==> config.mk <==
export PLATFORM = sky130hd
export DESIGN_NAME = riscv_lsu
export DESIGN_NICKNAME = d
export VERILOG_FILES = /design/src/rtl/riscv_lsu_pkg.sv /design/src/rtl/riscv_lsu_extend.sv /design/src/rtl/riscv_lsu.sv
export SDC_FILE = /design/constraint.sdc
export NUM_CORES = 1
export LEC_CHECK = 0
export BUFFER_PORTS_ARGS = -buffer_cell sky130_fd_sc_hd__buf_2
export CAP_MARGIN = 20
export CORE_MARGIN = 2
export CORE_UTILIZATION = 53
export CTS_CLUSTER_SIZE = 14
export DETAILED_ROUTE_END_ITERATION = 8
export MAX_ROUTING_LAYER = met4
export PLACE_DENSITY = 0.94
export SYNTH_ARGS = -nofsm -noshare
export SYNTH_HDL_FRONTEND = slang
export SYNTH_SLANG_ARGS = --single-unit
==> constraint.sdc <==
create_clock -name clk_i -period 4.45 [get_ports clk_i]
set_input_delay 0.445 -clock clk_i [delete_from_list [all_inputs] [get_ports clk_i]]
set_output_delay 0.445 -clock clk_i [all_outputs]
set_load 0.05 [all_outputs]
==> src/rtl/riscv_lsu_pkg.sv <==
// rtl/riscv_lsu_pkg.sv - size encodings, state type and store lane helpers for riscv_lsu.
package riscv_lsu_pkg;

    localparam logic [2:0] LDST_B  = 3'b000;
    localparam logic [2:0] LDST_H  = 3'b001;
    localparam logic [2:0] LDST_W  = 3'b010;
    localparam logic [2:0] LDST_BU = 3'b100;
    localparam logic [2:0] LDST_HU = 3'b101;

    typedef enum logic [1:0] {
        IDLE = 2'd0,
        REQ  = 2'd1,
        DONE = 2'd2
    } lsu_state_e;

    // Half enables are shifted in 8 bits so that offset 3 simply drops the upper lane.
    function automatic logic [3:0] store_be(input logic [2:0] size, input logic [1:0] off);
        logic [7:0] wide;
        wide = 8'h0;
        case (size)
            LDST_B, LDST_BU: wide = 8'b0000_0001 << off;
            LDST_H, LDST_HU: wide = 8'b0000_0011 << off;
            default:         wide = 8'b0000_1111;
        endcase
        return wide[3:0];
    endfunction

    function automatic logic [31:0] store_wd(input logic [2:0] size, input logic [31:0] wd);
        logic [31:0] res;
        case (size)
            LDST_B, LDST_BU: res = {4{wd[7:0]}};
            LDST_H, LDST_HU: res = {2{wd[15:0]}};
            default:         res = wd;
        endcase
        return res;
    endfunction

    function automatic logic is_misaligned(input logic [2:0] size, input logic [1:0] off);
        logic res;
        case (size)
            LDST_B, LDST_BU: res = 1'b0;
            LDST_H, LDST_HU: res = off[0];
            default:         res = (off != 2'b00);
        endcase
        return res;
    endfunction

endpackage

==> src/rtl/riscv_lsu_extend.sv <==
// rtl/riscv_lsu_extend.sv - load lane select and sign/zero extension (combinational).
module riscv_lsu_extend
    import riscv_lsu_pkg::*;
(
    input  logic [31:0] rdata,
    input  logic [2:0]  size,
    input  logic [1:0]  off,
    output logic [31:0] result
);

    logic [31:0] shifted;

    always_comb begin
        shifted = rdata >> {off, 3'b000};
        case (size)
            LDST_B:  result = {{24{shifted[7]}}, shifted[7:0]};
            LDST_BU: result = {24'h0, shifted[7:0]};
            LDST_H:  result = {{16{shifted[15]}}, shifted[15:0]};
            LDST_HU: result = {16'h0, shifted[15:0]};
            default: result = rdata;
        endcase
    end

endmodule

==> src/rtl/riscv_lsu.sv <==
// rtl/riscv_lsu.sv - single-outstanding load/store unit; LSU_MISALIGN_CHECK_EN adds misaligned trapping.
module riscv_lsu
    import riscv_lsu_pkg::*;
(
    input  logic        clk_i,
    input  logic        rst_ni,
    input  logic        core_req_i,
    input  logic        core_we_i,
    input  logic [2:0]  core_size_i,
    input  logic [31:0] core_addr_i,
    input  logic [31:0] core_wd_i,
    output logic [31:0] core_rd_o,
    output logic        core_stall_o,
    output logic        mem_req_o,
    output logic        mem_we_o,
    output logic [3:0]  mem_be_o,
    output logic [31:0] mem_addr_o,
    output logic [31:0] mem_wd_o,
    input  logic [31:0] mem_rd_i,
`ifdef LSU_MISALIGN_CHECK_EN
    output logic        misaligned_o,
`endif
    input  logic        mem_ready_i
);

    lsu_state_e  state_q, state_d;
    logic        we_q;
    logic [2:0]  size_q;
    logic [31:0] addr_q;
    logic [3:0]  be_q;
    logic [31:0] wd_q;
    logic [31:0] rdata_q;
    logic [31:0] ext_result;
    logic        capture;
    logic        rd_valid;

    assign capture = (state_q == IDLE) && core_req_i;

`ifdef LSU_MISALIGN_CHECK_EN
    logic mis_now;
    logic mis_q;
    assign mis_now      = is_misaligned(core_size_i, core_addr_i[1:0]);
    assign misaligned_o = (state_q == DONE) && mis_q;
    assign rd_valid     = (state_q == DONE) && !we_q && !mis_q;
`else
    assign rd_valid     = (state_q == DONE) && !we_q;
`endif

    always_comb begin
        state_d = state_q;
        case (state_q)
            IDLE: begin
`ifdef LSU_MISALIGN_CHECK_EN
                if (core_req_i) state_d = mis_now ? DONE : REQ;
`else
                if (core_req_i) state_d = REQ;
`endif
            end
            REQ:     if (mem_ready_i) state_d = DONE;
            DONE:    state_d = IDLE;
            default: state_d = IDLE;
        endcase
    end

    // Lane enables and replicated data are resolved at capture so mem_* come straight from flops.
    always_ff @(posedge clk_i or negedge rst_ni) begin
        if (!rst_ni) begin
            state_q <= IDLE;
            we_q    <= 1'b0;
            size_q  <= 3'b000;
            addr_q  <= 32'h0;
            be_q    <= 4'h0;
            wd_q    <= 32'h0;
            rdata_q <= 32'h0;
`ifdef LSU_MISALIGN_CHECK_EN
            mis_q   <= 1'b0;
`endif
        end else begin
            state_q <= state_d;
            if (capture) begin
                we_q   <= core_we_i;
                size_q <= core_size_i;
                addr_q <= core_addr_i;
                be_q   <= core_we_i ? store_be(core_size_i, core_addr_i[1:0]) : 4'hF;
                wd_q   <= store_wd(core_size_i, core_wd_i);
`ifdef LSU_MISALIGN_CHECK_EN
                mis_q  <= mis_now;
`endif
            end
            if ((state_q == REQ) && mem_ready_i && !we_q) begin
                rdata_q <= mem_rd_i;
            end
        end
    end

    riscv_lsu_extend u_extend (
        .rdata  (rdata_q),
        .size   (size_q),
        .off    (addr_q[1:0]),
        .result (ext_result)
    );

    assign core_stall_o = core_req_i && (state_q != DONE);
    assign core_rd_o    = rd_valid ? ext_result : 32'h0;
    assign mem_req_o    = (state_q == REQ);
    assign mem_we_o     = we_q;
    assign mem_be_o     = be_q;
    assign mem_addr_o   = {addr_q[31:2], 2'b00};
    assign mem_wd_o     = wd_q;

endmodule

==> metrics.cfg <==
[critical_path]
start_kind = flop
r2r_slack_ns = 2.11
startpoint = addr_q[0]
crit_required_ns = 4.01
r2r_start = state_q[1]
cp_max_fo = 17
arrival_ns = 2.59
worstSetupEndpointType = output pin
r2r_cells = 3
critical_path_class = flop to output pin

[hold_path]
min_path_type = input pin to async pin

[drt]
ant_nets = 0
route.detailed.drc = 0
wire_per_inst_um = 18.1
wl_um = 13600
num_vias = 4169
viasPerCell = 5.53
drtPass1Iterations = 5
drt-initial-drc-count = 214

[timing]
finalSetupViolCount = 0
tightest_slew_ns = 1.10
finalMaxSlewViolations = 0
finalHoldViolations = 0
period_minus_slack_ns = 3.04
slew_headroom_pct = 26.8
fin_setup_tns_ns = 0
grt_setup_unrepaired = no
finalCritPeriodShare_pct = 68.3
finalClockSkew_ns = 0.0103
max_clock_freq_ghz = 0.329

[floorplan]
initial_core_util_pct = 53.9
fp-row-count = 37
die-width_um = 106
fp.dieH_um = 106
core_mm2 = 0.0102
dieArea_mm2 = 0.0112
io_pins = 207

[power]
vdd_ir_drop_max_v = 0.000677
swShare_pct = 49.3
seqPwrFrac_pct = 36.3
power_density_mw_per_mm2 = 755
clkPwrFrac_pct = 11.7
p_total_mw = 4.92
intPower_mw = 2.49
combPwrFrac_pct = 52.0
leakagePower_nw = 3.11
p_sw_mw = 2.43

[run]
maxCapViolCount = 0

[synth]
synth_most_common_cell = dfrtp_1
synth_flop_cell = dfrtp_1
synth-async-reset-ratio_pct = 100
synth.mux.area_fraction_pct = 25.7
ys.warnings.count = 0
syn_area_mm2 = 0.00549
synthXorXnorAreaFrac_pct = 0.160
ys_types = 43
synth_edf_count = 0
syn_inst = 454
synthSimpleGateAreaFrac_pct = 6.25
yosysSeqAreaShare_pct = 48.3
synth_top_family_by_area = multiplexers
synth_area_per_cell_um2 = 12.1
synthAdderAreaFrac_pct = 0
ys_top_cells_by_count = dfrtp_1 (106), mux2_2 (62), buf_4 (33)
synth_top_cell_area_share_pct = 48.3
yosysTopAreaCell = dfrtp_1
synth_seq_cells = 106
synth_compound_area_share_pct = 11.6
synthTopCellsByArea = dfrtp_1 (48%), mux2_2 (13%), mux2_4 (8.2%)

[clocking]
cts_tree = yes
cts_hold_buf = 0
numCtsBuffers = 9
clockBufferDepth = 2
root_buffer = clkbuf_8
cts_resized = 0
post_cts_buffers = 0
ctsHtreeMaxLevel = 3
insertion_delay_ns = 0.38
cts_sinks = 106
path_clk_slew_ns = 0.10

[global_route]
grt_max_degree = 74
grt_pass1_vias = 4368
grt_usage_pct = 25.7
grt_overflow = 0
grt_pass1_wl_um = 22000
antenna_found_initial = 1

[status]
status = finished clean

[finish]
drive_gt1_share_pct = 53.6
area_delta_synth_final_pct = 18.7
postLayoutCoreUtil_pct = 64.0
nets = 716

[placement]
port_buffers = 204
post-dp-hpwl_um = 9910
gp_congestion = 0.858

## worst paths after layout
| path | endpoint |
|---|---|
| max in group asynchronous | mem_wd_o[8] |
| min in group clk_i | addr_q[23] |
| max | core_rd_o[0] |
| min reg2reg | mem_be_o[0] |
| max reg2reg | mem_wd_o[28] |
| min | addr_q[0] |
## logic make-up (layout without fill, tap and decap cells)
group | count (synthesis) | count (layout)
mux | 117 | 117
flops | 106 | 106
compound gates | 95 | 95
simple gates | 68 | 68
buf+inv | 66 | 228
other cells | 1 | 3
xor+xnor | 1 | 1
## cell type report
| type | instances | area (um2) |
|---|---|---|
| diodes | 1 | 2.50 |
| fillers | 765 | 3670 |
| multi-input cells | 283 | 2420 |
| inverters | 4 | 15.0 |
| clock inverters | 6 | 47.5 |
| flip-flops and latches | 106 | 2650 |
| well taps | 136 | 170 |
| repair buffers | 208 | 1070 |
| clock buffers | 10 | 138 |
## critical path, stage by stage (launching register included)
cell	delay, ns
dfrtp_1	0.53
clkinv_1	0.48
a21oi_1	0.61
o221a_2	0.31
buf_2	0.27
## cells in the final DEF (no fill, tap or decap), types with 3 or more instances in the layout
cell      count
buf_2       203
dfrtp_1     106
mux2_2       62
mux2_4       30
nand2_1      29
o21ai_0      27
a21oi_1      25
mux2i_1      24
nor2_1       21
clkbuf_8     10
o31ai_1       8
a221oi_1      7
o22a_1        7
o221a_2       7
nor2b_1       6
a31oi_1       4
buf_4         4
inv_1         3
and3b_1       3
inv_6         3
## layer usage
layer | GRT usage, % | part of all wire (%)
met1 | 31.3 | 41
met2 | 42.9 | 50
met3 | 5.07 | 7.2
met4 | 9.21 | 1.8
met5 | - | 0
## sequential cells by signal, summed over array words and instances (netlist names)
signal    cells
addr_q       32
mem_wd_o     32
rdata_q      32
mem_be_o      4
size_q        3
state_q       2
mem_we_o      1
## power groups by stage
| stage | clock (mW) | sequential [mW] | combinational, mW |
|---|---|---|---|
| CTS | 0.594 | 1.78 | 2.56 |
| floorplan | 0 | 2.13 | 1.77 |
| detailed placement | 0 | 1.79 | 2.55 |
| global route | 0.633 | 1.84 | 2.68 |
| finish | 0.576 | 1.79 | 2.56 |
| global placement | 0 | 1.77 | 2.51 |
## metrics by stage
step	setup slack, ns	cell area, um2	cells	hold WS [ns]
2_1_floorplan	1.54	5490	455	0.149
3_3_place_gp	1.92	6330	737	0.473
3_5_place_dp	1.91	6330	737	0.478
4_1_cts	1.47	6510	753	0.175
5_1_grt	1.26	6510	754	0.209
6_report	1.41	6510	754	0.157
(Power assumes the default switching activity.)
